===== src/rtl/frv_irq_arbiter_pkg.sv =====
// Shared widths, trap-cause prefix and FSM encoding for the platform interrupt arbiter.
// Optional edge-triggered sources are enabled by defining FRV_IRQ_EDGE_EN.
package frv_irq_arbiter_pkg;

  localparam int unsigned IRQ_ID_W = 4;
  localparam logic [1:0] TRAP_INT_EXT_PFX = 2'b01;

  typedef enum logic [1:0] {
    ST_IDLE  = 2'd0,
    ST_ARB   = 2'd1,
    ST_REQ   = 2'd2,
    ST_INSVC = 2'd3
  } arb_state_e;

endpackage


===== src/rtl/frv_irq_arbiter_if.sv =====
// Core-facing side of the interrupt arbiter: raise/cause out, trap ack and completion in.
// Handshake: ex_pending/ex_cause hold until a matching trap ack claims the id; irq_done releases it.
interface frv_irq_arbiter_if;
  import frv_irq_arbiter_pkg::*;

  logic                ex_pending;
  logic [IRQ_ID_W-1:0] ex_cause;
  logic                int_trap_ack;
  logic [5:0]          int_trap_cause;
  logic                irq_done;
  logic [IRQ_ID_W-1:0] irq_done_id;
  logic [IRQ_ID_W-1:0] insvc_id;

  modport master (
    output ex_pending, ex_cause, insvc_id,
    input  int_trap_ack, int_trap_cause, irq_done, irq_done_id
  );

  modport slave (
    input  ex_pending, ex_cause, insvc_id,
    output int_trap_ack, int_trap_cause, irq_done, irq_done_id
  );
endinterface


===== src/rtl/frv_irq_arbiter_prio_tree.sv =====
// Combinational winner finder: highest priority among eligible sources, ties to the lowest id.
module frv_irq_arbiter_prio_tree
  import frv_irq_arbiter_pkg::*;
#(
  parameter int unsigned NSRC   = 15,
  parameter int unsigned PRIO_W = 2
) (
  input  logic [NSRC-1:0]        eligible,
  input  logic [NSRC*PRIO_W-1:0] prio_flat,
  output logic                   valid,
  output logic [IRQ_ID_W-1:0]    id
);

  logic [PRIO_W-1:0] best_prio;

  // Strict compare while scanning upward keeps the lowest id on ties.
  always_comb begin
    best_prio = '0;
    id        = '0;
    for (int i = 0; i < NSRC; i++) begin
      if (eligible[i] && (prio_flat[i*PRIO_W +: PRIO_W] > best_prio)) begin
        best_prio = prio_flat[i*PRIO_W +: PRIO_W];
        id        = IRQ_ID_W'(i + 1);
      end
    end
    valid = (id != '0);
  end

endmodule


===== src/rtl/frv_irq_arbiter.sv =====
// Platform interrupt arbiter: sync, mask, prioritise, then track claim and completion.
// Define FRV_IRQ_EDGE_EN for per-source edge mode with sticky pending bits.
module frv_irq_arbiter
  import frv_irq_arbiter_pkg::*;
#(
  parameter int unsigned NSRC   = 15,
  parameter int unsigned PRIO_W = 2
) (
  input  logic                g_clk,
  input  logic                g_reset,
  input  logic [NSRC-1:0]     irq_src,
  input  logic                cfg_en_we,
  input  logic [NSRC-1:0]     cfg_en_wdata,
  input  logic                cfg_prio_we,
  input  logic [3:0]          cfg_prio_idx,
  input  logic [PRIO_W-1:0]   cfg_prio_wdata,
`ifdef FRV_IRQ_EDGE_EN
  input  logic                cfg_edge_we,
  input  logic [NSRC-1:0]     cfg_edge_wdata,
`endif
  frv_irq_arbiter_if.master   core,
  output arb_state_e          dbg_state
);

  logic [NSRC-1:0]        sync1_q, sync2_q, en_q, line_v, eligible;
  logic [PRIO_W-1:0]      prio_q [NSRC];
  logic [NSRC*PRIO_W-1:0] prio_flat;
  logic                   win_valid, lat_elig, claim;
  logic [IRQ_ID_W-1:0]    win_id, lat_id, cause_q, insvc_q;
  logic                   pend_out_q;
  arb_state_e             state_q;

  always_ff @(posedge g_clk or posedge g_reset) begin
    if (g_reset) begin
      sync1_q <= '0;
      sync2_q <= '0;
      en_q    <= '0;
      for (int i = 0; i < NSRC; i++) prio_q[i] <= '0;
    end else begin
      sync1_q <= irq_src;
      sync2_q <= sync1_q;
      if (cfg_en_we) en_q <= cfg_en_wdata;
      // Ids outside 1..NSRC never match, so such writes fall away.
      for (int i = 0; i < NSRC; i++)
        if (cfg_prio_we && (cfg_prio_idx == 4'(i + 1))) prio_q[i] <= cfg_prio_wdata;
    end
  end

`ifdef FRV_IRQ_EDGE_EN
  logic [NSRC-1:0] edge_q, sync3_q, pend_q, rise;

  assign rise = sync2_q & ~sync3_q & edge_q;

  // A new edge outranks a same-cycle claim so it is never lost.
  always_ff @(posedge g_clk or posedge g_reset) begin
    if (g_reset) begin
      edge_q  <= '0;
      sync3_q <= '0;
      pend_q  <= '0;
    end else begin
      sync3_q <= sync2_q;
      if (cfg_edge_we) edge_q <= cfg_edge_wdata;
      for (int i = 0; i < NSRC; i++) begin
        if (rise[i])                                         pend_q[i] <= 1'b1;
        else if (claim && (lat_id == IRQ_ID_W'(i + 1)))      pend_q[i] <= 1'b0;
      end
    end
  end

  assign line_v = (edge_q & (pend_q | rise)) | (~edge_q & sync2_q);
`else
  assign line_v = sync2_q;
`endif

  always_comb begin
    lat_elig = 1'b0;
    for (int i = 0; i < NSRC; i++) begin
      eligible[i] = line_v[i] && en_q[i] && (prio_q[i] != '0) &&
                    (insvc_q != IRQ_ID_W'(i + 1));
      prio_flat[i*PRIO_W +: PRIO_W] = prio_q[i];
      if (lat_id == IRQ_ID_W'(i + 1)) lat_elig = eligible[i];
    end
  end

  frv_irq_arbiter_prio_tree #(.NSRC(NSRC), .PRIO_W(PRIO_W)) u_tree (
    .eligible  (eligible),
    .prio_flat (prio_flat),
    .valid     (win_valid),
    .id        (win_id)
  );

  assign claim = (state_q == ST_REQ) && core.int_trap_ack &&
                 (core.int_trap_cause == {TRAP_INT_EXT_PFX, lat_id});

  always_ff @(posedge g_clk or posedge g_reset) begin
    if (g_reset) begin
      state_q    <= ST_IDLE;
      lat_id     <= '0;
      pend_out_q <= 1'b0;
      cause_q    <= '0;
      insvc_q    <= '0;
    end else begin
      case (state_q)
        ST_IDLE: if (win_valid && (insvc_q == '0)) begin
          lat_id  <= win_id;
          state_q <= ST_ARB;
        end
        ST_ARB: begin
          pend_out_q <= 1'b1;
          cause_q    <= lat_id;
          state_q    <= ST_REQ;
        end
        // Latched id is never re-arbitrated; claim is checked ahead of withdraw.
        ST_REQ: if (claim) begin
          insvc_q    <= lat_id;
          pend_out_q <= 1'b0;
          cause_q    <= '0;
          state_q    <= ST_INSVC;
        end else if (!lat_elig) begin
          pend_out_q <= 1'b0;
          cause_q    <= '0;
          state_q    <= ST_IDLE;
        end
        ST_INSVC: if (core.irq_done && (core.irq_done_id == insvc_q)) begin
          insvc_q <= '0;
          state_q <= ST_IDLE;
        end
        default: state_q <= ST_IDLE;
      endcase
    end
  end

  assign core.ex_pending = pend_out_q;
  assign core.ex_cause   = cause_q;
  assign core.insvc_id   = insvc_q;
  assign dbg_state       = state_q;

endmodule

===== src/flat_wrapper.sv =====
// flat-port wrapper written by rule: the top's interface ports become plain ports
module frv_irq_arbiter_flat import frv_irq_arbiter_pkg::*;
#(
  parameter int unsigned NSRC   = 15,
  parameter int unsigned PRIO_W = 2
)
  (g_clk, g_reset, irq_src, cfg_en_we, cfg_en_wdata, cfg_prio_we, cfg_prio_idx, cfg_prio_wdata, dbg_state, core_ex_pending, core_ex_cause, core_insvc_id, core_int_trap_ack, core_int_trap_cause, core_irq_done, core_irq_done_id);
  frv_irq_arbiter_if core_i ();
  input  logic g_clk;
  input  logic g_reset;
  input  logic [NSRC-1:0] irq_src;
  input  logic cfg_en_we;
  input  logic [NSRC-1:0] cfg_en_wdata;
  input  logic cfg_prio_we;
  input  logic [3:0] cfg_prio_idx;
  input  logic [PRIO_W-1:0] cfg_prio_wdata;
  output arb_state_e dbg_state;
  output wire logic [$bits(core_i.ex_pending)-1:0] core_ex_pending;
  output wire logic [$bits(core_i.ex_cause)-1:0] core_ex_cause;
  output wire logic [$bits(core_i.insvc_id)-1:0] core_insvc_id;
  input wire logic [$bits(core_i.int_trap_ack)-1:0] core_int_trap_ack;
  input wire logic [$bits(core_i.int_trap_cause)-1:0] core_int_trap_cause;
  input wire logic [$bits(core_i.irq_done)-1:0] core_irq_done;
  input wire logic [$bits(core_i.irq_done_id)-1:0] core_irq_done_id;
  assign core_ex_pending = core_i.ex_pending;
  assign core_ex_cause = core_i.ex_cause;
  assign core_insvc_id = core_i.insvc_id;
  assign core_i.int_trap_ack = core_int_trap_ack;
  assign core_i.int_trap_cause = core_int_trap_cause;
  assign core_i.irq_done = core_irq_done;
  assign core_i.irq_done_id = core_irq_done_id;
  frv_irq_arbiter #(.NSRC(NSRC), .PRIO_W(PRIO_W)) u_core (.g_clk(g_clk), .g_reset(g_reset), .irq_src(irq_src), .cfg_en_we(cfg_en_we), .cfg_en_wdata(cfg_en_wdata), .cfg_prio_we(cfg_prio_we), .cfg_prio_idx(cfg_prio_idx), .cfg_prio_wdata(cfg_prio_wdata), .core(core_i), .dbg_state(dbg_state));
endmodule

===== config.mk =====
export PLATFORM = sky130hd
export DESIGN_NAME = frv_irq_arbiter_flat
export DESIGN_NICKNAME = d
export VERILOG_FILES = /design/src/rtl/frv_irq_arbiter_pkg.sv /design/src/rtl/frv_irq_arbiter_if.sv /design/src/rtl/frv_irq_arbiter_prio_tree.sv /design/src/rtl/frv_irq_arbiter.sv /design/src/flat_wrapper.sv
export SDC_FILE = /design/constraint.sdc
export NUM_CORES = 1
export LEC_CHECK = 0
export ABC_CLOCK_PERIOD_IN_PS = 23600
export CORE_ASPECT_RATIO = 1.5
export CORE_UTILIZATION = 40
export DETAILED_ROUTE_END_ITERATION = 8
export RECOVER_POWER = 50
export SKIP_LAST_GASP = 1
export SYNTH_ARGS = -nofsm -noshare
export SYNTH_HDL_FRONTEND = slang
export SYNTH_HIERARCHICAL = 1
export SYNTH_SLANG_ARGS = --single-unit

===== constraint.sdc =====
create_clock -name g_clk -period 23.6 [get_ports g_clk]
set_input_delay 5.9 -clock g_clk [delete_from_list [all_inputs] [get_ports g_clk]]
set_output_delay 5.9 -clock g_clk [all_outputs]
set_load 0.01 [all_outputs]

==> key figures <==
Run status
  – Status: finished, violations left
  – Failing checks: max-capacitance violations, max-slew violations

CTS
  – H-tree depth: 3
  – Worst-path clk slew: approximately 0.07 ns
  – Number of hold buffers added after CTS: 0
  – Sink Count: 90
  – Count of cells resized by post-cts repair: 0
  – Max Buffers Root-to-Sink: 2
  – Clk_lat worst skew: 0.35 ns
  – Cts bufs inserted: 9
  – Root buffer cell: clkbuf_16
  – CTS tree: yes
  – Postcts setup bufs: 0

STA
  – Unrepaired setup endpoints after global routing: no
  – Final setup fails: 0
  – Pins over their slew limit: about 90
  – Worst-margin pin slew: 4.76 ns
  – Skew final: 0.0122 ns
  – Hold slack: 0.344 ns
  – Setup_tns: 0 ns
  – Max frequency: just over 0.05 GHz
  – Relative slew slack: -2.17
  – Tmin final: a little under 20 ns
  – Hold Vio Cnt, Final: 0
  – Tcrit/Tclk final: 0.821
  – Post-route setup slack: ~4.2 ns

GRT
  – Largest net degree at the start of global routing: 91
  – All-Layer GR Usage: 0.218
  – Grt ovf: 0
  – Vias in the first global route: 4193
  – Initial antenna violation count: 0
  – First-pass GRT wire length: 22000 µm

Worst setup path
  – RR Startpoint: u_core/core.insvc_id[1]
  – Most frequent CP cell: ha_1
  – CP Capture Type: flop
  – CP Class: flop to flop
  – Arr. time, crit path: around 20 ns
  – Critical-path top delay cell: dfrtp_1
  – Crit. Startpoint: u_core/core.insvc_id[1]
  – CP startpoint kind: flop
  – Crit Path Max Fanout: 14
  – Required time worst endpoint: approximately 24 ns
  – Worst Reg-to-Reg Cells: 88
  – CP max stage delay: 0.74 ns

Pwr
  – Clock power frac: 0.269
  – Seq pwr share: 0.347
  – Power Internal: 0.414 mW
  – Switching Fraction: 0.367
  – Comb power frac: 0.384
  – Pwr Total: 0.654 mW
  – P_sw: 0.240 mW
  – Leakage: 2.65 nW
  – Pwr dens: roughly 100 mW/mm²
  – VDD IR max: ~0.000043 V

Die
  – Initial Utilization: 0.412
  – DIE WIDTH: 94.7 µm
  – FP Rows: 50
  – Die Ht: 141 µm
  – Die area: 0.0134 mm²
  – I/O pin cnt: 63
  – Core Box Area: 0.0125 mm²

Drt
  – Routed wire length: 13500 µm
  – ANT nets after route: 0
  – DR vias/cell: 5.86
  – DRT Pass-1 Iters: 5
  – Drt wl/cell: 18.8 µm
  – Residual DRC: 0
  – DR iter-0 viols: 233
  – Vias post-DR: 4220

Finish
  – Design Area, Final: 0.00625 mm²
  – FF+latch area: between 0.002 and 0.0025 mm²
  – Area growth syn-to-layout: 21.3%
  – Layout filler cell count: 1187
  – Fin nets: 628
  – Layout cell share with drive strength beyond 1: 0.165
  – Util after Layout: 0.500
  – Multi-input gate area: approximately 0.0027 mm²
  – Final Non-Filler Cells: 720
  – N_diodes: 0

Hold path
  – Worst Hold Class: flop to flop
  – Min-delay src: u_core/sync1_q[11]
  – Depth of the worst hold-timing path: 0

Yosys
  – Mapped Area: ~0.0052 mm²
  – Seq cells post-synth: 90
  – Synthesis Warnings: 6
  – Simple-gate share of the synthesized area: 0.156
  – Largest family of logic cells by synthesized area: compound AO/OA/AOI/OAI gates
  – Post-synth cell types: 80
  – Post-synth EDFFs: 0
  – Mux share of post-synthesis cell area: 0.117
  – Syn Inst Count: 502
  – Post-synthesis compound-gate area fraction: 0.194
  – XOR/XNOR share of the synthesized area: 0.0153
  – Adder-cell area share of the yosys netlist: 0.0451
  – Avg Inst Size Synth: 10.3 µm²
  – Seq/Total Area, Yosys: 0.437
  – Main flop type after synthesis: dfrtp_1
  – Post-Syn Nets: 571
  – Ys async rst share: 1.00

Job
  – Max-capacitance violation count: 1

Place
  – IO buf count: 62
  – Place WS: 4.59 ns
  – Cell Area, Placed: 0.00589 mm²
  – RD Place Congestion: 0.961
  – Placed cells: 704
  – Hpwl dp: around 10000 µm
==> layout by cell type, fill, tap and decap left out, types with 9 or more instances in the layout <==
master and instances:
nor2_1 30, o211ai_1 18, a21oi_1 12, clkdlybuf4s50_1 42, inv_1 24, nand2b_1 9
dfrtp_1 90, dlygate4sd3_1 20, mux2_2 51, a31oi_1 12, ha_1 17, nand3_1 11
clkbuf_16 9, nor3_1 9, nand2_1 53, o21ai_0 14
==> flip-flops by register name, summed over array words and instances (netlist names), 2 cells and up <==
register              flops
u_core/line_v            15
u_core/prio_flat         30
u_core/dbg_state          2
u_core/en_q              15
u_core/sync1_q           15
u_core/lat_id             4
u_core/core.ex_cause      4
u_core/core.insvc_id      4
==> Yosys cell counts (all sizes together), types with 3 or more instances <==
master	count	share of area
o221ai	3	0.0063
xor2	3	0.0051
inv	25	0.018
nor2b	7	0.0099
a311oi	3	0.0063
a31oi	13	0.017
a21o	3	0.0044
or2	3	0.0036
o21ai	22	0.021
buf	9	0.011
nand2b	9	0.011
a21oi	14	0.015
o211ai	21	0.033
xnor2	6	0.010
dfrtp	90	0.44
nand3	11	0.011
o221a	3	0.0065
a211oi	8	0.012
a2111oi	4	0.0092
ha	17	0.041
o31ai	6	0.0087
and2	4	0.0049
nand4	8	0.0097
nor3	10	0.011
o211a	4	0.0078
clkbuf	8	0.0058
nor4	4	0.0049
nand2	54	0.040
nor2	32	0.024
mux2	52	0.11
or3	4	0.0049
==> power groups by stage <==
| stage | logic (mW) | registers (mW) | clock network, mW |
|---|---|---|---|
| detailed placement | 0.249 | 0.229 | 0 |
| CTS | 0.250 | 0.226 | 0.179 |
| global placement | 0.244 | 0.228 | 0 |
| finish | 0.251 | 0.227 | 0.176 |
| global route | 0.279 | 0.232 | 0.185 |
| floorplan | 0.197 | 0.205 | 0 |
==> metal layers <==
metal	track usage	part of all wire
met5	0	0
met4	0.0638	0.017
met3	0.0345	0.037
met2	0.397	0.54
met1	0.257	0.40
==> cell type report <==
type	instances	area share
repair buffers	63	0.0998
well taps	156	0.0312
flip-flops and latches	90	0.360
clock buffers	10	0.0366
multi-input cells	370	0.435
clock inverters	6	0.0218
inverters	25	0.0152
==> worst max-delay path: cells and delay by family, from the launching register on <==
kind / cells / cell delay, ns
simple gates: 35 / 4.91
flops: 1 / 0.74
mux: 3 / 1.05
compound gates: 34 / 7.96
fa+ha+maj: 16 / 4.54
==> logic make-up after synthesis <==
family	after synthesis
buf+inv	42
simple gates	158
mux	54
compound gates	130
xor+xnor	9
fa+ha+maj	19
flops	90
==> worst paths after layout <==
check                                         end  slack [ns]
worst min-delay path            u_core/line_v[11]        0.34
worst min register to register  u_core/line_v[11]        0.34
max in group asynchronous        u_core/lat_id[1]       13.02
worst max-delay path             u_core/lat_id[0]        4.23
min in group asynchronous         u_core/en_q[14]        7.91
worst max register to register   u_core/lat_id[0]        4.23
Note: power is estimated with default switching activity, not from simulation.
